## config.mk

```make
export PLATFORM = sky130hd
export DESIGN_NAME = if_stage
export DESIGN_NICKNAME = d
export VERILOG_FILES = /design/src/rtl/if_stage.sv
export SDC_FILE = /design/constraint.sdc
export NUM_CORES = 1
export LEC_CHECK = 0
export ABC_AREA = 0
export BUFFER_PORTS_ARGS = -buffer_cell sky130_fd_sc_hd__buf_4
export CELL_PAD_IN_SITES_DETAIL_PLACEMENT = 1
export CELL_PAD_IN_SITES_GLOBAL_PLACEMENT = 1
export CORE_MARGIN = 2
export CORE_UTILIZATION = 30
export CTS_BUF_LIST = sky130_fd_sc_hd__clkbuf_4 sky130_fd_sc_hd__clkbuf_8
export CTS_CLUSTER_DIAMETER = 120
export DETAILED_ROUTE_END_ITERATION = 8
export PLACE_DENSITY = 0.63
export SETUP_SLACK_MARGIN = 0.2
export SLEW_MARGIN = 30
export SYNTH_ARGS = -nofsm -noshare
export SYNTH_HDL_FRONTEND = slang
export SYNTH_SLANG_ARGS = --single-unit
export TNS_END_PERCENT = 30
```

## constraint.sdc

```tcl
create_clock -name clk -period 3.2 [get_ports clk]
set_clock_uncertainty 0.15 [all_clocks]
set_input_delay 0.16 -clock clk [delete_from_list [all_inputs] [get_ports clk]]
set_output_delay 0.16 -clock clk [all_outputs]
set_load 0.005 [all_outputs]
```

## src/rtl/if_stage.sv

```systemverilog
// Instruction-fetch stage with IF/ID register, 1-entry skid buffer and redirect handling.
// Optional performance counters are enabled with `define IF_PERF_CNT_EN.
//
// state | meaning
// IDLE  | first cycle after reset, no request issued
// FETCH | request outstanding at pc, word accepted when imem_rvalid
// DRAIN | redirected while a request was owed; wait for and discard the response
// BUF   | accepted word parked in skid buffer while decode stalls
module if_stage #(
    parameter logic [31:0] RESET_PC  = 32'h0000_0000,
    parameter logic [31:0] NOP_INSTR = 32'h0000_0000
) (
    input  logic        clk,
    input  logic        rst_n,
    input  logic        id_stall,
    input  logic        redirect_valid,
    input  logic [31:0] redirect_pc,
    output logic        imem_req,
    output logic [31:0] imem_addr,
    input  logic        imem_rvalid,
    input  logic [31:0] imem_rdata,
    output logic        if_id_valid,
    output logic [31:0] if_id_instr,
    output logic [31:0] if_id_pc,
    output logic [31:0] if_id_pc4
`ifdef IF_PERF_CNT_EN
    ,
    output logic [31:0] perf_fetch_cnt,
    output logic [31:0] perf_bubble_cnt
`endif
);

    typedef enum logic [1:0] {S_IDLE, S_FETCH, S_DRAIN, S_BUF} state_t;

    state_t      state_q, state_d;
    logic [31:0] pc_q, pc_d;
    logic [31:0] drain_addr_q, drain_addr_d;
    logic        valid_q, valid_d;
    logic [31:0] instr_q, instr_d;
    logic [31:0] id_pc_q, id_pc_d;
    logic [31:0] id_pc4_q, id_pc4_d;
    logic [31:0] skid_instr_q, skid_instr_d;
    logic [31:0] skid_pc_q, skid_pc_d;
    logic [31:0] pc_plus4;
    logic        loaded;
    logic        word_accepted;

    assign pc_plus4 = pc_q + 32'd4;

    always_comb begin
        state_d       = state_q;
        pc_d          = pc_q;
        drain_addr_d  = drain_addr_q;
        valid_d       = valid_q;
        instr_d       = instr_q;
        id_pc_d       = id_pc_q;
        id_pc4_d      = id_pc4_q;
        skid_instr_d  = skid_instr_q;
        skid_pc_d     = skid_pc_q;
        loaded        = 1'b0;
        word_accepted = 1'b0;

        if (redirect_valid) begin
            pc_d         = {redirect_pc[31:2], 2'b00};
            valid_d      = 1'b0;
            instr_d      = NOP_INSTR;
            skid_instr_d = NOP_INSTR;
            case (state_q)
                S_IDLE:  state_d = S_FETCH;
                S_FETCH: begin
                    // An owed response must still be absorbed at the old address.
                    if (imem_rvalid) begin
                        state_d = S_FETCH;
                    end else begin
                        state_d      = S_DRAIN;
                        drain_addr_d = pc_q;
                    end
                end
                S_DRAIN: state_d = imem_rvalid ? S_FETCH : S_DRAIN;
                S_BUF:   state_d = S_FETCH;
                default: state_d = S_IDLE;
            endcase
        end else begin
            case (state_q)
                S_IDLE: state_d = S_FETCH;
                S_FETCH: begin
                    if (imem_rvalid) begin
                        pc_d          = pc_plus4;
                        word_accepted = 1'b1;
                        if (!valid_q || !id_stall) begin
                            loaded   = 1'b1;
                            valid_d  = 1'b1;
                            instr_d  = imem_rdata;
                            id_pc_d  = pc_q;
                            id_pc4_d = pc_plus4;
                        end else begin
                            skid_instr_d = imem_rdata;
                            skid_pc_d    = pc_q;
                            state_d      = S_BUF;
                        end
                    end
                end
                S_BUF: begin
                    if (!id_stall) begin
                        loaded   = 1'b1;
                        valid_d  = 1'b1;
                        instr_d  = skid_instr_q;
                        id_pc_d  = skid_pc_q;
                        id_pc4_d = skid_pc_q + 32'd4;
                        state_d  = S_FETCH;
                    end
                end
                S_DRAIN: begin
                    if (imem_rvalid) state_d = S_FETCH;
                end
                default: state_d = S_IDLE;
            endcase
            if (!loaded && !id_stall) begin
                valid_d = 1'b0;
                instr_d = NOP_INSTR;
            end
        end
    end

    always_ff @(posedge clk or negedge rst_n) begin
        if (!rst_n) begin
            state_q      <= S_IDLE;
            pc_q         <= RESET_PC;
            drain_addr_q <= 32'h0;
            valid_q      <= 1'b0;
            instr_q      <= NOP_INSTR;
            id_pc_q      <= 32'h0;
            id_pc4_q     <= 32'h0;
            skid_instr_q <= NOP_INSTR;
            skid_pc_q    <= 32'h0;
        end else begin
            state_q      <= state_d;
            pc_q         <= pc_d;
            drain_addr_q <= drain_addr_d;
            valid_q      <= valid_d;
            instr_q      <= instr_d;
            id_pc_q      <= id_pc_d;
            id_pc4_q     <= id_pc4_d;
            skid_instr_q <= skid_instr_d;
            skid_pc_q    <= skid_pc_d;
        end
    end

    assign imem_req    = (state_q == S_FETCH) || (state_q == S_DRAIN);
    assign imem_addr   = (state_q == S_DRAIN) ? drain_addr_q : pc_q;
    assign if_id_valid = valid_q;
    assign if_id_instr = instr_q;
    assign if_id_pc    = id_pc_q;
    assign if_id_pc4   = id_pc4_q;

`ifdef IF_PERF_CNT_EN
    logic [31:0] perf_fetch_q, perf_fetch_d;
    logic [31:0] perf_bubble_q, perf_bubble_d;

    always_comb begin
        perf_fetch_d  = perf_fetch_q;
        perf_bubble_d = perf_bubble_q;
        if (word_accepted) perf_fetch_d = perf_fetch_q + 32'd1;
        if (!valid_q && !id_stall) perf_bubble_d = perf_bubble_q + 32'd1;
    end

    always_ff @(posedge clk or negedge rst_n) begin
        if (!rst_n) begin
            perf_fetch_q  <= 32'h0;
            perf_bubble_q <= 32'h0;
        end else begin
            perf_fetch_q  <= perf_fetch_d;
            perf_bubble_q <= perf_bubble_d;
        end
    end

    assign perf_fetch_cnt  = perf_fetch_q;
    assign perf_bubble_cnt = perf_bubble_q;
`else
    logic unused_accept;
    assign unused_accept = word_accepted;
`endif

endmodule

```

==> results.txt, run 1 <==
Status - finished, final reports clean
Critical path's slowest cell - or4_1
Die area - 38260 sq um
Setup-failing EPs final - 0
Die X-Extent - 195.6 um
First-pass GRT wire length - 53860 um
Total track usage - 17.93%
I/O Pins - 199
Post-synth top area cell - dfrtp_1
Initial Util - 30.30%
Nets - 1353
Most frequent cells in the layout - 217 x dfrtp_1, 208 x buf_4, 155 x nand2_1, 116 x o21ai_0, 85 x mux2_2
Data arrival, critical path - 3.11 ns
Vias in the first global route - 9122
Reg clk slew, reported paths - 0.06 ns
Maximum fanout along the worst path - 10
Initial antenna violation count - 0
CP startpoint kind - flop
Routed vias - 8756
Worst R2R Start - pc_q[3]
Maxcap violations - 0
Setup Crit Path Kind - flop to flop
Crit path largest cell delay - 0.74 ns
Adder-cell share of the synthesized area - 0.5681%
First-pass iteration count of the detailed router - 4
Cell variety after synth - 49
Ant diodes - 0
Post-synthesis async set-or-reset flop share - 100.0%
Largest net degree at the start of global routing - 80
Core Util, Final - 39.51%
Number of synthesized flops with an enable pin - 0
Max VDD drop - 0.0002332 V
Most common cell after layout, fill and taps aside - dfrtp_1
Htree depth - 2
Mapped Area - 11010 sq um
Setup TNS - 0 ns
RSZ-0062 raised after global routing - no
GPL Wtd Cong - 0.7960
Crit share post-route - 86.59%
TritonCTS clock tree - yes
# port buffers - 190
Num CTS Buffers - 41
HP Start - redirect_valid
Post-route DRC violation count - 0
Leakage - 6.417 nW
Worst skew pair latency - 0.56 ns
CP Buf/Inv Count - 0
Synth Area per Inst - 10.49 sq um
Post-synth top area share - 49.31%
R2R Path End - if_id_pc4[28]
CORE AREA - 36350 sq um
Worst R2R Path Depth - 6
Cell Chain, Critical Path - ha_1 -> nand3_4 -> or4_1 -> or4_1 -> a21oi_1 -> a221o_1
Warnings from Yosys - 0
Drt wl/cell - 19.14 um
Synth Flop Type - dfrtp_1
Post-CTS resize count - 0
Yosys reg bits - 217
Leading post-synthesis cells by cell area - dfrtp_1 49%, mux2_2 8.7%, mux2i_1 6.8%
CTS root buf - clkbuf_8
Mux contribution to synthesized area - 15.51%
Post-synthesis compound-gate area fraction - 10.42%
Cell family contributing the most delay on the critical path - simple AND/OR/NAND/NOR gates
Cell mode on critical path - or4_1
Hold Crit Depth - 3
Syn Inst Count - 1050
Area Growth Syn to Fin - 30.40%
Slew Viols, Final - 0
Final min period - 2.771 ns
Critical Path End Type - flop
Remaining Overflow, GRT - 0
Std-Cell Rows - 70
Power Dens Cells - 699.4 nW/um^2
Largest family of logic cells by synthesized area - multiplexers
Hpwl dp - 23530 um
Final wirelength - 33970 um
Clock sinks - 217
R2R setup slack - 0.43 ns
Relative slew slack - 50.61%
Post-synthesis sequential area ratio - 49.31%
Slew of the pin with the lowest slew margin - 0.7408 ns
XOR/XNOR share of the synthesized area - 6.283%
Final Hold Viols - 0
Die Y - 195.6 um
Simple-gate portion of the synthesized area - 12.92%
WHS Endpoint - pc_q[12]
Vias per inst - 4.933
Peak Freq - 0.3609 GHz
Proportion of layout cells with a drive suffix above 1 - 29.23%
Hold Crit Class - input port to flop
Critical Path RT - 3.54 ns
Antenna viol nets, final - 0
Deepest clock path buffer count - 3
Initial DRC count - 374
[layer usage]
layer	GRT usage (%)	wire [um]
met5	0	0
met4	4.948	661
met3	3.592	1853
met2	28.61	15480
met1	24.76	15970
[worst register-to-register path, delay by kind of cell, from the launching register on]
family / cells / cell delay (ns)
flip-flops: 1 / 0.46
AND/OR/NAND/NOR: 3 / 1.44
adder cells (fa/ha/maj): 1 / 0.37
AO/OA/AOI/OAI: 2 / 0.29
[sequential cells by signal, indices dropped and copies added (netlist names)]
register / flops
if_id_pc4: 30
if_id_instr: 32
pc_q: 30
drain_addr_q: 30
if_id_valid: 1
skid_instr_q: 32
skid_pc_q: 30
state_q: 2
if_id_pc: 30
[repair_timing]
action	CTS	global route
hold buffers	66	0
setup buffers	0	0
endpoints found under the hold margin	280	0
[synthesized netlist by cell type (11+ instances only)]
cell type  count
nand2_1      155
dfrtp_1      217
xnor2_1       50
a21oi_1       11
xor2_1        29
nor3_1        21
mux2_2        85
buf_6         13
nand4_1       20
a22o_1        32
mux2i_1       75
nand3_1       17
nor2_1        24
clkbuf_1      57
o21ai_0      116
nor4_1        21
[through the flow]
step,area [sq um],power (W),hold WS (ns),setup WS (ns),std cells
2_1_floorplan,11030,0.005596,-0.2856,0.7981,1055
3_3_place_gp,12790,0.007076,0.05494,0.4883,1637
3_5_place_dp,12820,0.007176,0.05766,0.4461,1638
4_1_cts,14360,0.01023,0.004287,0.4096,1775
5_1_grt,14360,0.01069,0.06443,0.2484,1775
6_report,14360,0.01004,0.02893,0.4291,1775
[cell families (layout without fill, tap and decap cells)]
logic type | after synthesis | after routing
simple gates | 293 | 293
flops | 217 | 217
other cells | 1 | 6
fa+ha+maj | 5 | 5
compound gates | 186 | 186
mux | 160 | 160
xor+xnor | 79 | 79
buf+inv | 109 | 361
[final cells by class]
| cell class | instances | area, sq um |
|---|---|---|
| Clock buffer | 63 | 817.0 |
| Clock inverter | 8 | 67.56 |
| Fill cell | 4126 | 21990 |
| Inverter | 11 | 41.29 |
| Multi-Input combinational cell | 729 | 5095 |
| Sequential cell | 217 | 5430 |
| Tap cell | 468 | 585.6 |
| Timing Repair Buffer | 279 | 2325 |
[how the worst max path moves through the flow]
| stage | from | to | depth (start not counted) |
|---|---|---|---|
| final | pc_q[3] | if_id_pc4[28] | 6 |
| after global routing | pc_q[2] | if_id_pc4[28] | 6 |
| after CTS | pc_q[3] | if_id_pc4[28] | 6 |
| after detailed placement | pc_q[3] | if_id_pc4[28] | 6 |
| after global placement | pc_q[3] | if_id_pc4[28] | 6 |
| after floorplan | pc_q[2] | if_id_pc4[28] | 7 |
[power breakdown]
part / switching, W / total (W) / internal (W)
sequential: 0.000669 / 0.00417 / 0.00350
clock: 0.00121 / 0.00291 / 0.00170
combinational: 0.00137 / 0.00296 / 0.00159
total: 0.00325 / 0.0100 / 0.00679
No activity file was read; power rests on OpenSTA's default activity.
==> inputs of run 2 (changes only) <==
- PLACE_DENSITY: 0.63 -> 0.66
==> run 2 against run 1 <==
  * Largest cell class unchanged
  * First-iteration DRC count grew 21%
  * Die area is the same
  * Register-to-register slack gained 0.03 ns
  * Setup slack gained 0.034 ns
  * Sequential power is essentially flat
==> results.txt, run 2 (same netlist as run 1, synthesis figures left out) <==
Worst R2R Path Depth - 6
Crit path largest cell delay - 0.73 ns
Final Hold Viols - 0
CP startpoint kind - flop
Setup crit start - pc_q[3]
Placed inst area - 12840 sq um
CP Depth - 6
Critical Path End Type - flop
Hold Crit Class - input port to async pin
Slew of the pin with the lowest slew margin - 0.9065 ns
Hpwl dp - 23900 um
GPL Wtd Cong - 0.8065
Drt wl/cell - 19.32 um
Crit share post-route - 85.54%
Std-Cell Rows - 70
Maximum fanout along the worst path - 9
Cell mode on critical path - or4_1
Worst R2R Start - pc_q[3]
CORE AREA - 36350 sq um
Cell Chain, Critical Path - ha_1 -> nand4_1 -> or4_1 -> or4_1 -> a21oi_1 -> a221o_1
Reg clk slew, reported paths - 0.06 ns
RSZ-0062 raised after global routing - no
Relative slew slack - 39.57%
Max VDD drop - 0.0002163 V
Final wirelength - 34550 um
Leakage - 6.440 nW
DP Worst Slack - 0.4677 ns
Vias in the first global route - 9299
P_int - 0.006764 W
Routed vias - 8833
Vias per inst - 4.940
Most common cell after layout, fill and taps aside - dfrtp_1
Nets - 1361
Critical Path Sink - if_id_pc4[22]
Peak Freq - 0.3653 GHz
Gate power share - 29.8%
Num CTS Buffers - 42
First-pass iteration count of the detailed router - 4
Clock sinks - 217
Status - finished, final reports clean
Final min period - 2.737 ns
Initial antenna violation count - 0
Ant diodes - 0
Antenna viol nets, final - 0
Setup TNS - 0 ns
Post-route DRC violation count - 0
Critical path's slowest cell - or4_1
Flop pwr share - 41.4%
Deepest clock path buffer count - 3
PnR worst setup slack - 0.4629 ns
Proportion of layout cells with a drive suffix above 1 - 29.85%
I/O Pins - 199
Htree depth - 2
R2R setup slack - 0.46 ns
Post-route cell area - 14400 sq um
Maxcap violations - 0
Power Dens Cells - 699.2 nW/um^2
Setup-failing EPs final - 0
Die Y - 195.6 um
Most frequent cells in the layout - 217 x dfrtp_1, 215 x buf_4, 155 x nand2_1, 116 x o21ai_0, 85 x mux2_2
GRT met3 Usage - 4.335%
R2R Path End - if_id_pc4[22]
Slew Viols, Final - 0
Cell family contributing the most delay on the critical path - simple AND/OR/NAND/NOR gates
Setup Crit Path Kind - flop to flop
Switch Pwr - 0.003304 W
GR Util met2 - 28.20%
CTS root buf - clkbuf_8
Critical Path RT - 3.55 ns
Sw frac - 32.81%
Total track usage - 18.04%
Largest net degree at the start of global routing - 75
Initial DRC count - 452
Die X-Extent - 195.6 um
Post-CTS resize count - 0
TritonCTS clock tree - yes
Area Growth Syn to Fin - 30.73%
Remaining Overflow, GRT - 0
CP Buf/Inv Count - 0
Data arrival, critical path - 3.09 ns
Gr busiest metal - met2
Initial Util - 30.30%
Worst skew pair latency - 0.57 ns
Clock share of power - 28.8%
First-pass GRT wire length - 54280 um
Die area - 38260 sq um
# port buffers - 190
Met1 Use GR - 25.28%
[run 2: cell count changes in the layout (fill, tap and decap cells not counted), sizes merged]
cell	previous run	this run
inv	10	11
dlygate4sd3	66	67
clkbuf	63	70
buf	213	219
clkinv	7	4
bufinv	1	0
clkinvlp	1	3
[run 2: worst min-delay path by stage]
stage	endpoint	slack [ns]	depth (start not counted)
3_5_place_dp	skid_instr_q[4]	0.02	1
4_1_cts	skid_instr_q[10]	0.01	2
5_1_grt	skid_instr_q[3]	0.06	2
6_report	if_id_instr[4]	0.03	2
2_1_floorplan	drain_addr_q[10]	-0.29	0
3_3_place_gp	skid_instr_q[7]	0.02	1
[run 2: metal layers]
metal | part of all wire, % | vias up | routed length (um)
met2 | 45 | 218 | 15450
met3 | 5.7 | 44 | 1974
met4 | 1.5 | 0 | 530
met5 | 0 | - | 0
li1 | - | 4169 | -
met1 | 48 | 4402 | 16600
[run 2: layout make-up]
type | instances | area, sq um
Timing Repair Buffer | 286 | 2355
Tap cell | 468 | 585.6
Inverter | 11 | 41.29
Sequential cell | 217 | 5430
Fill cell | 4044 | 21950
Clock inverter | 7 | 46.29
Multi-Input combinational cell | 729 | 5095
Clock buffer | 70 | 844.6
[run 2: power groups by stage]
stage | clock (W) | sequential [W] | combinational, W
2_1_floorplan | 0 | 0.00398 | 0.00162
3_3_place_gp | 0 | 0.00417 | 0.00291
3_5_place_dp | 0 | 0.00422 | 0.00297
4_1_cts | 0.00300 | 0.00418 | 0.00305
5_1_grt | 0.00312 | 0.00428 | 0.00330
6_report | 0.00290 | 0.00417 | 0.00300
[run 2: repair_timing]
| item | CTS | global route |
|---|---|---|
| hold endpoints to repair | 311 | 0 |
| setup buffers | 0 | 0 |
| hold buffers | 67 | 0 |
[run 2: through the flow]
step / hold WS, ns / utilization, % / power, W / cells
after floorplan: -0.2856 / - / 0.005596 / 1055
after detailed placement: 0.02447 / 35.32 / 0.007191 / 1644
after global placement: 0.02497 / 35.27 / 0.007085 / 1643
final: 0.02742 / 39.61 / 0.01007 / 1788
after global routing: 0.05605 / 39.61 / 0.01070 / 1788
after CTS: 0.01123 / 39.61 / 0.01023 / 1788
